===== config.mk =====
export PLATFORM = sky130hd
export DESIGN_NAME = risc_control_unit_flat
export DESIGN_NICKNAME = d
export VERILOG_FILES = /design/src/rtl/risc_control_unit_if.sv /design/src/rtl/risc_control_unit.sv /design/src/flat_wrapper.sv
export SDC_FILE = /design/constraint.sdc
export NUM_CORES = 1
export LEC_CHECK = 0
export ABC_AREA = 1
export CAP_MARGIN = 20
export CORE_UTILIZATION = 40
export DETAILED_ROUTE_END_ITERATION = 6
export PLACE_DENSITY_LB_ADDON = 0.1
export RECOVER_POWER = 50
export SYNTH_ARGS = -nofsm -noshare
export SYNTH_HDL_FRONTEND = slang
export SYNTH_SLANG_ARGS = --single-unit

===== constraint.sdc =====
create_clock -name clk -period 4.68 [get_ports clk]
set_clock_uncertainty 0.2 [all_clocks]
set_input_delay 1.404 -clock clk [delete_from_list [all_inputs] [get_ports clk]]
set_output_delay 1.404 -clock clk [all_outputs]
set_load 0.02 [all_outputs]

===== src/rtl/risc_control_unit_if.sv =====
// Control bundle between the sequencer and the 8-bit datapath; no handshake, no backpressure.
// master = control unit (drives load/select strobes), slave = datapath (drives IR contents and Zflag).
interface risc_control_unit_if #(
  parameter int word_size  = 8,
  parameter int state_size = 4,
  parameter int Sel1_size  = 3,
  parameter int Sel2_size  = 2
);
  logic [word_size-1:0]  instruction;
  logic                  Zflag;
  logic                  Load_R0, Load_R1, Load_R2, Load_R3;
  logic                  Load_PC, Inc_PC;
  logic [Sel1_size-1:0]  Sel_Bus_1_Mux;
  logic [Sel2_size-1:0]  Sel_Bus_2_Mux;
  logic                  Load_IR, Load_Add_R, Load_Reg_Y, Load_Reg_Z;
  logic                  write;
  logic                  halted;
  logic [state_size-1:0] state;

  modport master (
    input  instruction, Zflag,
    output Load_R0, Load_R1, Load_R2, Load_R3, Load_PC, Inc_PC,
           Sel_Bus_1_Mux, Sel_Bus_2_Mux, Load_IR, Load_Add_R,
           Load_Reg_Y, Load_Reg_Z, write, halted, state
  );

  modport slave (
    output instruction, Zflag,
    input  Load_R0, Load_R1, Load_R2, Load_R3, Load_PC, Inc_PC,
           Sel_Bus_1_Mux, Sel_Bus_2_Mux, Load_IR, Load_Add_R,
           Load_Reg_Y, Load_Reg_Z, write, halted, state
  );
endinterface


===== src/rtl/risc_control_unit.sv =====
// Fetch/decode/execute sequencer for the 8-bit unit; 3-5 clocks per instruction, halts on illegal opcode.
// No backpressure: every output is a combinational decode of the current state and IR contents.
module risc_control_unit #(
  parameter int word_size  = 8,
  parameter int op_size    = 4,
  parameter int state_size = 4,
  parameter int Sel1_size  = 3,
  parameter int Sel2_size  = 2
) (
  input logic               clk,
  input logic               rst,
  risc_control_unit_if.master cu
);

  typedef enum logic [state_size-1:0] {
    S_idle = 4'd0, S_fet1 = 4'd1, S_fet2 = 4'd2, S_dec  = 4'd3,
    S_ex1  = 4'd4, S_rd1  = 4'd5, S_rd2  = 4'd6, S_wr1  = 4'd7,
    S_wr2  = 4'd8, S_br1  = 4'd9, S_br2  = 4'd10, S_halt = 4'd11
  } state_t;

  localparam logic [op_size-1:0] OP_NOP = op_size'(0);
  localparam logic [op_size-1:0] OP_ADD = op_size'(1);
  localparam logic [op_size-1:0] OP_SUB = op_size'(2);
  localparam logic [op_size-1:0] OP_AND = op_size'(3);
  localparam logic [op_size-1:0] OP_NOT = op_size'(4);
  localparam logic [op_size-1:0] OP_RD  = op_size'(5);
  localparam logic [op_size-1:0] OP_WR  = op_size'(6);
  localparam logic [op_size-1:0] OP_BR  = op_size'(7);
  localparam logic [op_size-1:0] OP_BRZ = op_size'(8);

  localparam logic [Sel1_size-1:0] SEL1_PC  = Sel1_size'(4);
  localparam logic [Sel2_size-1:0] SEL2_ALU = Sel2_size'(0);
  localparam logic [Sel2_size-1:0] SEL2_B1  = Sel2_size'(1);
  localparam logic [Sel2_size-1:0] SEL2_MEM = Sel2_size'(2);

  state_t             state_q, state_d;
  logic [op_size-1:0] opcode;
  logic [1:0]         src, dest;

  logic [3:0]           load_r;
  logic                 load_pc, inc_pc, load_ir, load_add_r, load_reg_y, load_reg_z, wr, halt;
  logic [Sel1_size-1:0] sel1;
  logic [Sel2_size-1:0] sel2;

  assign opcode = cu.instruction[word_size-1 -: op_size];
  assign src    = cu.instruction[3:2];
  assign dest   = cu.instruction[1:0];

  always_ff @(posedge clk or negedge rst) begin
    if (!rst) state_q <= S_idle;
    else      state_q <= state_d;
  end

  always_comb begin
    state_d = S_halt;
    case (state_q)
      S_idle: state_d = S_fet1;
      S_fet1: state_d = S_fet2;
      S_fet2: state_d = S_dec;
      S_dec: begin
        case (opcode)
          OP_NOP, OP_NOT:         state_d = S_fet1;
          OP_ADD, OP_SUB, OP_AND: state_d = S_ex1;
          OP_RD:                  state_d = S_rd1;
          OP_WR:                  state_d = S_wr1;
          OP_BR:                  state_d = S_br1;
          OP_BRZ:                 state_d = cu.Zflag ? S_br1 : S_fet1;
          default:                state_d = S_halt;
        endcase
      end
      S_ex1:  state_d = S_fet1;
      S_rd1:  state_d = S_rd2;
      S_rd2:  state_d = S_fet1;
      S_wr1:  state_d = S_wr2;
      S_wr2:  state_d = S_fet1;
      S_br1:  state_d = S_br2;
      S_br2:  state_d = S_fet1;
      default: state_d = S_halt;
    endcase
  end

  always_comb begin
    load_r     = '0;
    load_pc    = 1'b0;
    inc_pc     = 1'b0;
    load_ir    = 1'b0;
    load_add_r = 1'b0;
    load_reg_y = 1'b0;
    load_reg_z = 1'b0;
    wr         = 1'b0;
    halt       = 1'b0;
    sel1       = '0;
    sel2       = '0;
    case (state_q)
      S_fet1: begin
        sel1 = SEL1_PC; sel2 = SEL2_B1; load_add_r = 1'b1; inc_pc = 1'b1;
      end
      S_fet2: begin
        sel2 = SEL2_MEM; load_ir = 1'b1;
      end
      S_dec: begin
        case (opcode)
          OP_ADD, OP_SUB, OP_AND: begin
            sel1 = Sel1_size'(src); sel2 = SEL2_B1; load_reg_y = 1'b1;
          end
          OP_NOT: begin
            sel1 = Sel1_size'(src); sel2 = SEL2_ALU; load_reg_z = 1'b1; load_r[dest] = 1'b1;
          end
          OP_RD, OP_WR: begin
            sel1 = SEL1_PC; sel2 = SEL2_B1; load_add_r = 1'b1; inc_pc = 1'b1;
          end
          OP_BR: begin
            sel1 = SEL1_PC; sel2 = SEL2_B1; load_add_r = 1'b1;
          end
          OP_BRZ: begin
            // Not taken: step PC past the branch-target byte.
            if (cu.Zflag) begin
              sel1 = SEL1_PC; sel2 = SEL2_B1; load_add_r = 1'b1;
            end else begin
              inc_pc = 1'b1;
            end
          end
          default: ;
        endcase
      end
      S_ex1: begin
        sel1 = Sel1_size'(dest); sel2 = SEL2_ALU; load_reg_z = 1'b1; load_r[dest] = 1'b1;
      end
      S_rd1, S_wr1, S_br1: begin
        sel2 = SEL2_MEM; load_add_r = 1'b1;
      end
      S_rd2: begin
        sel2 = SEL2_MEM; load_r[dest] = 1'b1;
      end
      S_wr2: begin
        sel1 = Sel1_size'(src); wr = 1'b1;
      end
      S_br2: begin
        sel2 = SEL2_MEM; load_pc = 1'b1;
      end
      S_halt: halt = 1'b1;
      default: ;
    endcase
  end

  assign cu.Load_R0       = load_r[0];
  assign cu.Load_R1       = load_r[1];
  assign cu.Load_R2       = load_r[2];
  assign cu.Load_R3       = load_r[3];
  assign cu.Load_PC       = load_pc;
  assign cu.Inc_PC        = inc_pc;
  assign cu.Sel_Bus_1_Mux = sel1;
  assign cu.Sel_Bus_2_Mux = sel2;
  assign cu.Load_IR       = load_ir;
  assign cu.Load_Add_R    = load_add_r;
  assign cu.Load_Reg_Y    = load_reg_y;
  assign cu.Load_Reg_Z    = load_reg_z;
  assign cu.write         = wr;
  assign cu.halted        = halt;
  assign cu.state         = state_q;

endmodule


===== src/flat_wrapper.sv =====
// flat-port wrapper written by rule: the top's interface ports become plain ports
module risc_control_unit_flat 
#(
  parameter int word_size  = 8,
  parameter int op_size    = 4,
  parameter int state_size = 4,
  parameter int Sel1_size  = 3,
  parameter int Sel2_size  = 2
)
  (clk, rst, cu_instruction, cu_Zflag, cu_Load_R0, cu_Load_R1, cu_Load_R2, cu_Load_R3, cu_Load_PC, cu_Inc_PC, cu_Sel_Bus_1_Mux, cu_Sel_Bus_2_Mux, cu_Load_IR, cu_Load_Add_R, cu_Load_Reg_Y, cu_Load_Reg_Z, cu_write, cu_halted, cu_state);
  risc_control_unit_if #(.word_size(word_size), .state_size(state_size), .Sel1_size(Sel1_size), .Sel2_size(Sel2_size)) cu_i ();
  input logic clk;
  input logic rst;
  input wire logic [$bits(cu_i.instruction)-1:0] cu_instruction;
  input wire logic [$bits(cu_i.Zflag)-1:0] cu_Zflag;
  output wire logic [$bits(cu_i.Load_R0)-1:0] cu_Load_R0;
  output wire logic [$bits(cu_i.Load_R1)-1:0] cu_Load_R1;
  output wire logic [$bits(cu_i.Load_R2)-1:0] cu_Load_R2;
  output wire logic [$bits(cu_i.Load_R3)-1:0] cu_Load_R3;
  output wire logic [$bits(cu_i.Load_PC)-1:0] cu_Load_PC;
  output wire logic [$bits(cu_i.Inc_PC)-1:0] cu_Inc_PC;
  output wire logic [$bits(cu_i.Sel_Bus_1_Mux)-1:0] cu_Sel_Bus_1_Mux;
  output wire logic [$bits(cu_i.Sel_Bus_2_Mux)-1:0] cu_Sel_Bus_2_Mux;
  output wire logic [$bits(cu_i.Load_IR)-1:0] cu_Load_IR;
  output wire logic [$bits(cu_i.Load_Add_R)-1:0] cu_Load_Add_R;
  output wire logic [$bits(cu_i.Load_Reg_Y)-1:0] cu_Load_Reg_Y;
  output wire logic [$bits(cu_i.Load_Reg_Z)-1:0] cu_Load_Reg_Z;
  output wire logic [$bits(cu_i.write)-1:0] cu_write;
  output wire logic [$bits(cu_i.halted)-1:0] cu_halted;
  output wire logic [$bits(cu_i.state)-1:0] cu_state;
  assign cu_i.instruction = cu_instruction;
  assign cu_i.Zflag = cu_Zflag;
  assign cu_Load_R0 = cu_i.Load_R0;
  assign cu_Load_R1 = cu_i.Load_R1;
  assign cu_Load_R2 = cu_i.Load_R2;
  assign cu_Load_R3 = cu_i.Load_R3;
  assign cu_Load_PC = cu_i.Load_PC;
  assign cu_Inc_PC = cu_i.Inc_PC;
  assign cu_Sel_Bus_1_Mux = cu_i.Sel_Bus_1_Mux;
  assign cu_Sel_Bus_2_Mux = cu_i.Sel_Bus_2_Mux;
  assign cu_Load_IR = cu_i.Load_IR;
  assign cu_Load_Add_R = cu_i.Load_Add_R;
  assign cu_Load_Reg_Y = cu_i.Load_Reg_Y;
  assign cu_Load_Reg_Z = cu_i.Load_Reg_Z;
  assign cu_write = cu_i.write;
  assign cu_halted = cu_i.halted;
  assign cu_state = cu_i.state;
  risc_control_unit #(.word_size(word_size), .op_size(op_size), .state_size(state_size), .Sel1_size(Sel1_size), .Sel2_size(Sel2_size)) u_core (.clk(clk), .rst(rst), .cu(cu_i));
endmodule

* Yosys cells after proc, flatten, opt, wreduce, memory -nomap -nowiden *
Cells that the tools add are included.

word-level totals
  register bits = 4
  input bits = 11
  output and inout bits = 21
  logic and storage cells = 62

operators by class
  magnitude comparators = 2
  eq/ne operators = 19
  muxes and demuxes = 27
  reductions and logical operators = 13

operators by type and width
  kind                                                         number
  == test 4 x 3 -> 1 bit (second input constant)               8
  one-hot mux 4 bit (7 select lines)                           1
  one-hot mux 4 bit (6 select lines)                           1
  == test 4 bit (second input constant)                        5
  == test 4 x 2 -> 1 bit (second input constant)               4
  one-hot mux 3 bit (4 select lines)                           1
  OR reduction 6 bit                                           2
  2-to-1 mux 1 bit                                             11
  one-hot mux 1 bit (2 select lines)                           5
  one-hot mux 3 bit (3 select lines)                           1
  == test 4 x 1 -> 1 bit (second input constant)               2
  zero test 4 bit                                              2
  2-to-1 mux 4 bit                                             2
  one-hot mux 4 bit (2 select lines)                           1
  OR reduction 4 bit                                           2
  one-hot mux 2 bit (3 select lines)                           1
  OR reduction 2 bit                                           3
  OR reduction 3 bit                                           2
  OR reduction 5 bit                                           1
  one-hot mux 2 bit (2 select lines)                           1
  less-than comparator 2 x 3 -> 1 bit (second input constant)  1
  2-to-1 mux 3 bit                                             1
  demux 1 bit (select 2 bit)                                   1
  >= comparator 2 x 1 -> 1 bit (second input constant)         1
  logical AND 1 bit                                            1

* Longest topological paths before layout *
Gate-level depths: netlist of the first run.

  depth after elaboration = 6
  gate-level depth with buffers = 7
  gate-level depth less buffers = 7

* Worst setup path before layout of the first run *
No wires, ideal clock.

  path kind = input to output
  start = input cu_instruction[7]
  end = output cu_Load_R0
  arrival time = 2.163 ns
  required time = 3.076 ns
  setup slack = 0.913 ns
  cell stages on the path = 7
  cell sequence = inv_1 -> nand2_1 -> nor2_4 -> nand2_2 -> o21ai_2 -> nand2_2 -> nor2_1

on the way
  longest elaborated chain between the ends = 3

ends and longest elaborated chain
  element                             RTL line                  RTL
  start: declaration                  flat_wrapper.sv:14        input wire logic [$bits(cu_i.instruction)-1:0] cu_instruction;
  == test 4 x 3 -> 1 bit              risc_control_unit.sv:102  case (opcode)
  2-to-1 mux 4 bit                    risc_control_unit.sv:102
  one-hot mux 4 bit (2 select lines)  risc_control_unit.sv:94   case (state_q)
  end: declaration                    flat_wrapper.sv:16        output wire logic [$bits(cu_i.Load_R0)-1:0] cu_Load_R0;

No other way between the ends.

* Worst setup path in the final report of the first run *
  start = input cu_instruction[4]
  end = output cu_Sel_Bus_1_Mux[2]

on the way
  longest elaborated chain between the ends = 4

ends and longest elaborated chain
  element                                                             RTL line                  RTL
  == test 4 x 3 -> 1 bit, or another cell as far along                risc_control_unit.sv:102
  OR reduction 4 bit (no line) or OR reduction 3 bit (tied branches)  -
  one-hot mux 3 bit (3 select lines) *                                risc_control_unit.sv:102
  one-hot mux 3 bit (4 select lines) *                                risc_control_unit.sv:94
  end: declaration                                                    flat_wrapper.sv:22        output wire logic [$bits(cu_i.Sel_Bus_1_Mux)-1:0] cu_Sel_Bus_1_Mux;

Every way passes the cells marked *; elsewhere a longest branch is shown, timed or not.

==> results.md, run 1 <==
* Number of flops mapped to enable cells by yosys at 0
* CP required at 3.08 ns
* Placed inst area at 911 um2
* Yosys warning count at 0
* GP Congestion at 0.834
* Critical path class: in2out
* Slowest CP cell: clkdlybuf4s50_1
* Synthesized instance count at 104
* Ys async rst share at 1.00
* Worst-Margin Slew at 0.261 ns
* DRT iter0 DRCs at 15
* Largest family of logic cells by synthesized area: simple AND/OR/NAND/NOR gates
* Buffers added on ports at 31
* Final setup viols at 0
* Status: complete, no violations
* Max reg flops at 4
* Max capacitance violation total at 0
* M3 GR Usage at 0.0511
* Setup Buffers After CTS at 0
* Ant. Diodes at 0
* Met2 usage at 0.400
* Top cell type's share of synthesized area at 0.203
* Cell Rows at 13
* First-pass GRT wire length at 2360 um
* Num CTS Buffers at 3
* Non-Filler Cell Area, Final at 937 um2
* Period utilisation layout at 0.960
* Worst-path cell chain: clkdlybuf4s50_1 > nor2_1 > nand4_1 > o21ai_0 > nand2_1 > nand2_1 > dlygate4sd2_1
* VDD IR max at 0.000146 V
* Post-Synth Adder-Cell Area at 0
* Synth Area in Simple Gates at 0.552
* Count leader, synth: nand2_1
* P&R area growth vs syn at 68.7%
* # fillers at 116
* Distinct cells, synth at 17
* CTS tree: yes
* Synth top area cells: nand2_1 (20%), dfrtp_1 (18%), nor2_1 (14%)
* Final HPWL DP at 1240 um
* Finished Layout Cells at 157
* Final wirelength at 1550 um
* Vias in the first global route at 585
* Via count at 776
* I/O pins at 32
* Crit end category: output port
* GRT Overall Usage at 0.225
* XOR/XNOR share of the synthesized area at 0
* WL per Instance at 9.89 um
* DR DRC count at 0
* Register area share after synthesis at 0.180
* Complex-gate fraction of the synthesized area at 0.140
* Pwr Total at 0.000100 W
* Syn Std Cell Area at 556 um2
* Syn_area_per_cell at 5.34 um2
* Clock sink total at 4
* Starting Density at 0.427
* Fmax at 223 MHz
* Setup TNS Final at 0 ns
* Max FO, Critical Path at 5
* DRT Pass-1 Iters at 4
* Crit start category: primary input
* Leak at 0.576 nW
* Chip width at 39.3 um
* Die area at 0.00154 mm2
* Initial antenna violation count at 0
* Crit-path most repeated cell: nand2_1
* GRT Residual Overflow at 0
* CP arrival at 2.89 ns
* Tmin final at 4.49 ns
* Core Region at 0.00130 mm2
* Clock Latency Late Sink at 0.23 ns
* Final nets at 155
* Slowest stage delay, CP at 0.49 ns
* Synth area leader: nand2_1
* Final hold vios at 0
* Worst min-delay path category: reg2reg
* Root buf cell: clkbuf_4
* Clk slew on worst S/H paths at 0.03 ns
* Post-synthesis mux area share at 0
* Share of layout cells above drive strength 1 at 0.183
* Grt peak-use layer: met2
* GR Util met1 at 0.260
* Clock Path Buffers at 2
* Synth Register Bits at 4
* Post-Place Cells at 154
* Slew Limit Fails at 0
* Synth top cells by count: nand2_1 (30), nor2_1 (20), inv_1 (8), inv_2 (8)
* Synth Net Count at 115
* Largest net degree at the start of global routing at 12
* Worst rel slew slack at 0.826
* PD cells at 107 mW/mm2
* Htree depth at 1
* Top_reg_cell synth: dfrtp_1
* Vias/cell at 4.94
* Final ANT Viol Nets at 0
* DIE HEIGHT at 39.3 um
* Unrepaired setup endpoints after global routing: no
==> routing by layer <==
| layer | up-vias | part of all wire |
|---|---|---|
| li1 | 410 | - |
| met1 | 331 | 0.43 |
| met2 | 35 | 0.50 |
| met3 | 0 | 0.071 |
| met4 | 0 | 0 |
| met5 | - | 0 |
==> cell type report <==
class / instances / area (um2) / share of cell area
clock buffers: 3 / 22.5 / 0.0240
well taps: 15 / 18.8 / 0.0200
flip-flops and latches: 4 / 100 / 0.107
multi-input cells: 83 / 384 / 0.410
repair buffers: 36 / 352 / 0.375
inverters: 16 / 60.1 / 0.0641
==> worst max-delay path: cells and delay by family <==
| kind | cells | cell delay [ns] |
|---|---|---|
| compound gates | 1 | 0.11 |
| buf+inv | 2 | 0.82 |
| simple gates | 4 | 0.54 |
==> stage by stage <==
step | hold slack [ns] | setup WS (ns) | utilization
floorplan | 0.540 | 0.913 | -
global placement | 0.485 | -0.0450 | 0.700
detailed placement | 0.498 | -0.0866 | 0.700
CTS | 0.514 | 0.00895 | 0.713
global route | 0.549 | 0.0783 | 0.720
finish | 0.536 | 0.188 | 0.720
==> cells in the final DEF, fill, tap and decap left out, drive strengths merged <==
master         instances
a21oi                  4
buf                    4
clkbuf                 4
clkdlybuf4s50         12
dfrtp                  4
dlygate4sd2            7
dlygate4sd3            7
dlymetal6s2s           5
inv                   16
nand2                 37
nand3                  7
nand4                  2
nor2                  22
nor3                   1
o211ai                 1
o21ai                  8
o22ai                  1
==> where the power goes <==
group | switching, W | internal [W]
registers | 0 | 0.0000348
clock network | 0.0000129 | 0.0000286
logic | 0.0000117 | 0.0000121
==> worst paths after layout <==
kind / end / from / slack [ns] / cells past startpoint
max in group asynchronous: u_core.cu.state[2]$_DFF_PN0_ / rst / 2.88 / 1
max: cu_Sel_Bus_1_Mux[2] / cu_instruction[4] / 0.19 / 7
min: u_core.cu.state[2]$_DFF_PN0_ / u_core.cu.state[2]$_DFF_PN0_ / 0.54 / 2
max reg2reg: u_core.cu.state[2]$_DFF_PN0_ / u_core.cu.state[0]$_DFF_PN0_ / 3.25 / 4
min reg2reg: u_core.cu.state[2]$_DFF_PN0_ / u_core.cu.state[2]$_DFF_PN0_ / 0.54 / 2
min in group asynchronous: u_core.cu.state[3]$_DFF_PN0_ / rst / 1.24 / 1
==> cell families (layout without fill, tap and decap cells) <==
kind of cell | Yosys count | after routing
AO/OA/AOI/OAI | 14 | 14
AND/OR/NAND/NOR | 69 | 69
flip-flops | 4 | 4
buffers and inverters | 17 | 55
==> timing repair <==
action                                  in CTS  in global routing
hold buffers                                 0                  0
endpoints found under the hold margin        0                  0
pin swaps                                    0                  0
gates resized for setup                      8                  5
endpoints found under the setup margin       9                  5
No activity file was read; power rests on OpenSTA's default activity.
==> run 2, diff against run 1 <==
==> constraint.sdc (replaced) <==
create_clock -name clk -period 4.68 [get_ports clk]
set_clock_uncertainty 0.2 [all_clocks]
set_input_delay 0.468 -clock clk [delete_from_list [all_inputs] [get_ports clk]]
set_output_delay 0.468 -clock clk [all_outputs]
set_load 0.02 [all_outputs]
==> results.md, run 2 (same netlist as run 1, synthesis figures left out) <==
* Status: complete, no violations
* R2R setup slack at 3.27 ns (+0.02 ns)
* Vias/cell at 4.99 (+0.89%)
* Leak at 0.426 nW (-26%)
* Worst min-delay path category: in2async
* Hold_buf cts at 0 (unchanged)
* Final HPWL DP at 1230 um (-0.94%)
* Cell Rows at 13 (unchanged)
* Root buf cell: clkbuf_4
* Worst Reg2Reg Path Length in Cells at 4 (unchanged)
* I/O pins at 32 (unchanged)
* Reg2reg end: u_core.cu.state[2]$_DFF_PN0_
* DR DRC count at 0 (unchanged)
* Via count at 758 (-2.3%)
* WL per Instance at 10.1 um (+2.1%)
* Slew Limit Fails at 0 (unchanged)
* Core Region at 0.00130 mm2 (unchanged)
* Starting Density at 0.427 (unchanged)
* CP arrival at 2.37 ns (-0.52 ns)
* DRT Pass-1 Iters at 4 (unchanged)
* Count of cells resized by post-cts repair at 0 (-8)
* CP required at 4.01 ns (+0.93 ns)
* VDD IR max at 0.000110 V (-24%)
* Vias in the first global route at 627 (+7.2%)
* Setup TNS Final at 0 ns (unchanged)
* Num CTS Buffers at 3 (unchanged)
* Chip width at 39.3 um (unchanged)
* Most frequent cells in the layout: nand2_1 (30), clkdlybuf4s50_1 (23), nor2_1 (20)
* Max capacitance violation total at 0 (unchanged)
* DRT iter0 DRCs at 18 (+3)
* First-pass GRT wire length at 2350 um (-0.55%)
* Htree depth at 1 (unchanged)
* GP Congestion at 0.775 (-7.1%)
* Share of layout cells above drive strength 1 at 0.153 (-0.0298)
* Max reg flops at 4 (unchanged)
* Period utilisation layout at 0.648 (-0.312)
* Critical path class: in2out
* Die area at 0.00154 mm2 (unchanged)
* GRT Residual Overflow at 0 (unchanged)
* Worst slack at placement at 1.78 ns (+1.86 ns)
* Final hold vios at 0 (unchanged)
* Worst-Margin Slew at 0.271 ns (+0.00984 ns)
* DIE HEIGHT at 39.3 um (unchanged)
* Final setup viols at 0 (unchanged)
* Crit start category: primary input
* Crit end category: output port
* Worst r2r src: u_core.cu.state[0]$_DFF_PN0_
* Clock Latency Late Sink at 0.23 ns (about the same)
* Initial antenna violation count at 0 (unchanged)
* Max FO, Critical Path at 5 (unchanged)
* Worst rel slew slack at 0.819 (-0.00699)
* CTS tree: yes
* Ant. Diodes at 0 (unchanged)
* Clock Path Buffers at 2 (unchanged)
* PD cells at 111 mW/mm2 (+3.6%)
* Final wirelength at 1540 um (-1.2%)
* Setup Buffers After CTS at 0 (unchanged)
* GRT Overall Usage at 0.225 (unchanged)
* Buffers added on ports at 31 (unchanged)
* Commonest non-fill, non-tap cell in the layout: nand2_1
* Final ANT Viol Nets at 0 (unchanged)
* Unrepaired setup endpoints after global routing: no
* Fmax at 330 MHz (+48%)
* Largest net degree at the start of global routing at 12 (unchanged)
* P&R area growth vs syn at 61.3%
* Final nets at 150 (-3.2%)
* Clk slew on worst S/H paths at 0.04 ns (about the same)
* Clock sink total at 4 (unchanged)
* # fillers at 127 (+9.5%)
* Setup WS post-layout at 1.65 ns (+1.46 ns)
* Tmin final at 3.03 ns (-1.46 ns)
## run 2: final cells by class
| cell class | instances | area (um2) | area share |
|---|---|---|---|
| timing repair buffer | 31 | 310 | 0.346 |
| inverter | 16 | 60.1 | 0.0670 |
| clock buffer | 3 | 22.5 | 0.0251 |
| multi-input combinational | 83 | 384 | 0.429 |
| sequential | 4 | 100 | 0.112 |
| tap | 15 | 18.8 | 0.0209 |
## run 2: how the worst max path moves through the flow
stage                               end                          from  cells past startpoint
floorplan                    cu_Load_R0  u_core.cu.state[0]$_DFF_PN0_                      6
global placement             cu_Load_R2             cu_instruction[7]                      9
detailed placement        cu_Load_Add_R             cu_instruction[4]                      7
CTS                 cu_Sel_Bus_1_Mux[2]             cu_instruction[4]                      7
global route        cu_Sel_Bus_1_Mux[2]             cu_instruction[4]                      7
finish              cu_Sel_Bus_1_Mux[2]             cu_instruction[4]                      7
## run 2: metal layers
metal	vias to the layer above	share of wire	track usage
met5	-	0	0
met4	0	0.0013	0.138
met2	28	0.50	0.388
met3	2	0.052	0.0455
li1	393	-	-
met1	335	0.45	0.250
## run 2: power breakdown
group / switching (W) / internal [W] / leakage (nW)
clock: 0.0000137 / 0.0000287 / 0.0138
combinational: 0.0000116 / 0.0000103 / 0.372
sequential: 0 / 0.0000348 / 0.0402
total: 0.0000253 / 0.0000738 / 0.426
## run 2: per-stage QoR
stage / hold slack, ns / area, um2 / cells / utilization / total power (W)
2_1_floorplan: -0.0276 / 556 / 104 / - / 0.0000444
6_report: 0.307 / 896 / 152 / 0.688 / 0.0000991
3_5_place_dp: 0.485 / 873 / 149 / 0.671 / 0.0000572
4_1_cts: 0.234 / 896 / 152 / 0.688 / 0.000101
5_1_grt: 0.317 / 896 / 152 / 0.688 / 0.000105
3_3_place_gp: 0.476 / 873 / 149 / 0.671 / 0.0000569
## run 2: worst max-delay path, stage by stage
cell and delay, ns:
dlygate4sd3_1 0.62, nor2_1 0.22, nand4_1 0.16, o21ai_0 0.12, nand2_1 0.09, nand2_1 0.07
clkdlybuf4s50_1 0.61
==> run 3, diff against run 2 <==
CORE_UTILIZATION = 33   (was 40)
clock period = 2.7 ns   (was 4.68 ns; I/O delays follow)
==> results.md, run 3 (same netlist as run 1, synthesis figures left out) <==
* Status: complete, no violations
* Sw Share at 0.272 (+0.0163)
* Worst-Margin Slew at 0.251 ns (-0.0197 ns)
* GRT Overall Usage at 0.194 (-0.0315)
* Critical Path End: cu_Sel_Bus_1_Mux[2]
* Commonest non-fill, non-tap cell in the layout: nand2_1
* Largest net degree at the start of global routing at 12 (unchanged)
* Worst rel slew slack at 0.832 (+0.0135)
* Max FO, Critical Path at 5 (unchanged)
* Fmax at 397 MHz
* Htree depth at 1 (unchanged)
* Worst-path cell chain: clkdlybuf4s50_1 > nor2_1 > nand4_1 > o21ai_0 > nand2_1 > nand2_1 > clkdlybuf4s50_1
* First-pass GRT wire length at 2680 um (+14%)
* DR DRC count at 0 (unchanged)
* Final nets at 154 (+2.7%)
* Crit end category: output port
* Final HPWL DP at 1300 um (+5.8%)
* DRT Pass-1 Iters at 4 (unchanged)
* VDD IR max at 0.000149 V (+36%)
* Die area at 0.00185 mm2 (+20%)
* DRT iter0 DRCs at 18 (unchanged)
* Starting Density at 0.360 (-0.0665)
* Cell Rows at 14 (+1)
* P&R area growth vs syn at 66.9%
* Worst Setup SP: cu_instruction[4]
* Root buf cell: clkbuf_4
* Slew Limit Fails at 0 (unchanged)
* CP arrival at 2.05 ns (-0.32 ns)
* Worst min-delay path category: in2async
* Core Region at 0.00154 mm2 (+18%)
* Leak at 0.445 nW (+4.6%)
* CTS tree: yes
* Clock sink total at 4 (unchanged)
* Critical path class: in2out
* Via count at 783 (+3.3%)
* Placed inst area at 875 um2 (+0.14%)
* Vias/cell at 4.99 (about the same)
* Count of cells resized by post-cts repair at 0 (unchanged)
* DIE HEIGHT at 43.0 um (+9.6%)
* Reg2reg end: u_core.cu.state[0]$_DFF_PN0_
* GP Congestion at 0.833 (+7.5%)
* CP Depth at 7 (unchanged)
* CP delay by family, top: buffers and inverters
* Max capacitance violation total at 0 (unchanged)
* Logic pwr share at 0.215 (-0.006)
* Final hold vios at 0 (unchanged)
* Vias in the first global route at 650 (+3.7%)
* Ant. Diodes at 0 (unchanged)
* Hold_buf cts at 0 (unchanged)
* Unrepaired setup endpoints after global routing: no
* Final wirelength at 1600 um (+4.0%)
* Seq pwr share at 0.342 (-0.009)
* Crit start category: primary input
* Sw Pwr at 0.0000479 W (+89%)
* Worst path buffer plus inverter count at 2 (unchanged)
* Initial antenna violation count at 0 (unchanged)
* Buffers added on ports at 31 (unchanged)
* Period utilisation layout at 0.933
* GRT Residual Overflow at 0 (unchanged)
* Num CTS Buffers at 3 (unchanged)
* Most frequent cells in the layout: nand2_1 (30), clkdlybuf4s50_1 (24), nor2_1 (20)
* WL per Instance at 10.2 um (+0.66%)
* Pwr Total at 0.000176 W (+78%)
* Non-Filler Cell Area, Final at 927 um2 (+3.5%)
* Clk slew on worst S/H paths at 0.04 ns (about the same)
* Clock Path Buffers at 2 (unchanged)
* P_int at 0.000128 W (+74%)
* Final ANT Viol Nets at 0 (unchanged)
* Slowest CP cell: clkdlybuf4s50_1
* Chip width at 43.0 um (+9.6%)
* Share of layout cells above drive strength 1 at 0.177 (+0.0240)
* Tmin final at 2.52 ns
* R2R setup slack at 1.27 ns (-2.00 ns)
* I/O pins at 32 (unchanged)
* Clock share of power at 0.443 (+0.015)
* Max reg flops at 4 (unchanged)
* Slowest stage delay, CP at 0.61 ns (about the same)
* Worst Reg2Reg Path Length in Cells at 6 (+2)
* Clock Latency Late Sink at 0.24 ns (about the same)
* Final setup viols at 0 (unchanged)
* Setup TNS Final at 0 ns (unchanged)
* PD cells at 190 mW/mm2 (+72%)
* CP required at 2.23 ns (-1.78 ns)
* Worst r2r src: u_core.cu.state[0]$_DFF_PN0_
run 3: cell types whose count changed in the layout (fill, tap and decap cells not counted), sizes merged:
| cell | previous run | this run |
|---|---|---|
| buf | 0 | 4 |
| clkdlybuf4s50 | 23 | 24 |
| dlygate4sd3 | 8 | 7 |
run 3: final cells by class:
| class | instances | area (um2) |
|---|---|---|
| tap | 16 | 20.0 |
| sequential | 4 | 100 |
| fill | 157 | 614 |
| clock buffer | 3 | 22.5 |
| timing repair buffer | 35 | 340 |
| multi-input combinational | 83 | 384 |
| inverter | 16 | 60.1 |
run 3: per-layer routing:
metal  GRT usage  part of all wire
met1       0.253              0.45
met2       0.291              0.45
met3      0.0298             0.057
met4       0.127             0.033
met5           0                 0
run 3: power groups by stage:
| stage | logic [W] | registers, W | clock network (W) |
|---|---|---|---|
| floorplan | 0.0000160 | 0.0000611 | 0 |
| global placement | 0.0000378 | 0.0000610 | 0 |
| detailed placement | 0.0000385 | 0.0000610 | 0 |
| finish | 0.0000379 | 0.0000602 | 0.0000781 |
| CTS | 0.0000386 | 0.0000602 | 0.0000805 |
| global route | 0.0000432 | 0.0000601 | 0.0000879 |
run 3: what timing repair did:
action / CTS / global route
endpoints found under the setup margin: 0 / 4
endpoints found under the hold margin: 0 / 0
buffers inserted: 0 / 4
run 3: worst min path at each step:
stage                                         endpoint  slack, ns  depth (start not counted)
after global routing      u_core.cu.state[3]$_DFF_PN0_       0.11                          1
after CTS                 u_core.cu.state[3]$_DFF_PN0_       0.03                          1
final                     u_core.cu.state[3]$_DFF_PN0_       0.10                          1
after detailed placement  u_core.cu.state[0]$_DFF_PN0_       0.29                          1
after global placement    u_core.cu.state[3]$_DFF_PN0_       0.28                          1
after floorplan           u_core.cu.state[0]$_DFF_PN0_      -0.23                          0
run 3: metrics by stage:
stage / utilization / setup WS, ns / cells / hold slack, ns
floorplan: - / 0.906 / 104 / -0.226
global placement: 0.567 / 0.203 / 150 / 0.280
detailed placement: 0.567 / 0.174 / 150 / 0.292
CTS: 0.582 / 0.0897 / 153 / 0.0337
global route: 0.601 / 0.0283 / 157 / 0.111
finish: 0.601 / 0.181 / 157 / 0.101
==> RTL edit (config.mk and constraints of run 3) <==
`op_size` is set to 4 in 2 places; all go to 2.
--- a/src/rtl/risc_control_unit.sv
+++ b/src/rtl/risc_control_unit.sv
@@ -4,3 +4,3 @@
   parameter int word_size  = 8,
-  parameter int op_size    = 4,
+  parameter int op_size    = 2,
   parameter int state_size = 4,
--- a/src/flat_wrapper.sv
+++ b/src/flat_wrapper.sv
@@ -4,3 +4,3 @@
   parameter int word_size  = 8,
-  parameter int op_size    = 4,
+  parameter int op_size    = 2,
   parameter int state_size = 4,
Formal check against the unedited RTL: not equivalent (a bounded check fails within 4 cycles, from zero or initial values and one cycle with rst low).
==> RTL edit against run 3 <==
- register-to-register slack improved by 100 ps
- sequential share of layout area rose by 2.5 points
- design area fell by 19%
- setup slack better by 140 ps
- wire length decreased by 30%
- die area down 20%
- sequential cell count is the same
- count of clock-buffer cells in the layout unchanged
- area after synthesis is 21% lower
- highest routed layer is now met3
Power is left out: it rests on default switching activity, and per cell area and clock period it moved more than threefold.
==> RTL edit: results (changes against run 3) <==
stage,metric,value,unit,change
run_status,status,completed,,
global_route,GRT Total Usage,0.183,,-0.0102
detailed_routing,via/cell ratio,4.53,,-9.1%
synth,syn avg cell area,5.39,um2,+0.92%
critical_path,worst setup path endpoint,cu_Load_Reg_Z,,
critical_path,CP Launch Point,cu_instruction[7],,
detailed_routing,Initial DRC Count,25,,+7
global_route,first-pass GRT wire length,1840,um,-31%
synth,Mapped Nets,92,,-20%
detailed_routing,met3 WL,80,um,-12%
placement,Placed Cells,123,,-18%
synth,Synth cell types,14,,-3
global_route,vias in the first global route,456,,-30%
global_route,met1 Resource Use GR,0.253,,-0.000598
critical_path,worst stage delay on the critical path,610,ps,about the same
critical_path,crit-path max FO,5,,unchanged
detailed_routing,total vias in the final route,571,,-27%
detailed_routing,drt wl/cell,8.83,um,-13%
global_route,met2 track demand over resource,0.250,,-0.0409
cells_and_area,Final nets,125,,-19%
sta,hold_ws,107,ps,+5.80 ps
detailed_routing,uppermost layer routed,met3,,
critical_path,flop2flop setup slack,1370,ps,+100 ps
detailed_routing,metal2 WL,466,um,-36%
synth,"Seq/Total Area, Yosys",0.229,,+0.0490
detailed_routing,Post-Route M1 WL,566,um,-22%
placement,hpwl dp,868,um,-33%
placement,I/O Buffers,28,,-9.7%
synth,most frequent cells after synthesis,"nand2_1, nor2_1, inv_1",,
RTL edit: changes by cell type after synthesis, sizes merged, moves of 2 or more:
cell	run 3	this run
inv	16	13
nand3	7	5
o21ai	8	5
nand4	2	0
nor2	22	17
a21oi	4	0
nand2	37	34
RTL edit: through the flow:
step,area (um2),utilization
floorplan,437,-
finish,754,0.644
CTS,757,0.646
detailed placement,734,0.627
global route,754,0.644
global placement,734,0.627
RTL edit: cell type report:
class,count,area (um2),share of cell area
clock buffer,3,22.5,0.0299
inverter,13,48.8,0.0647
multi-input combinational,64,285,0.378
sequential,4,100,0.133
tap,14,17.5,0.0232
timing repair buffer,28,280,0.371
RTL edit: critical path, delay by kind of cell:
family,cells,cell delay [ps]
AOI/OAI and AO/OA,1,100
and+or+nand+nor,2,510
buffers and inverters,2,1030
RTL edit: cells by family after synthesis:
logic type      share of synthesized area
compound gates                     0.0573
buf+inv                             0.112
flops                               0.229
simple gates                        0.602
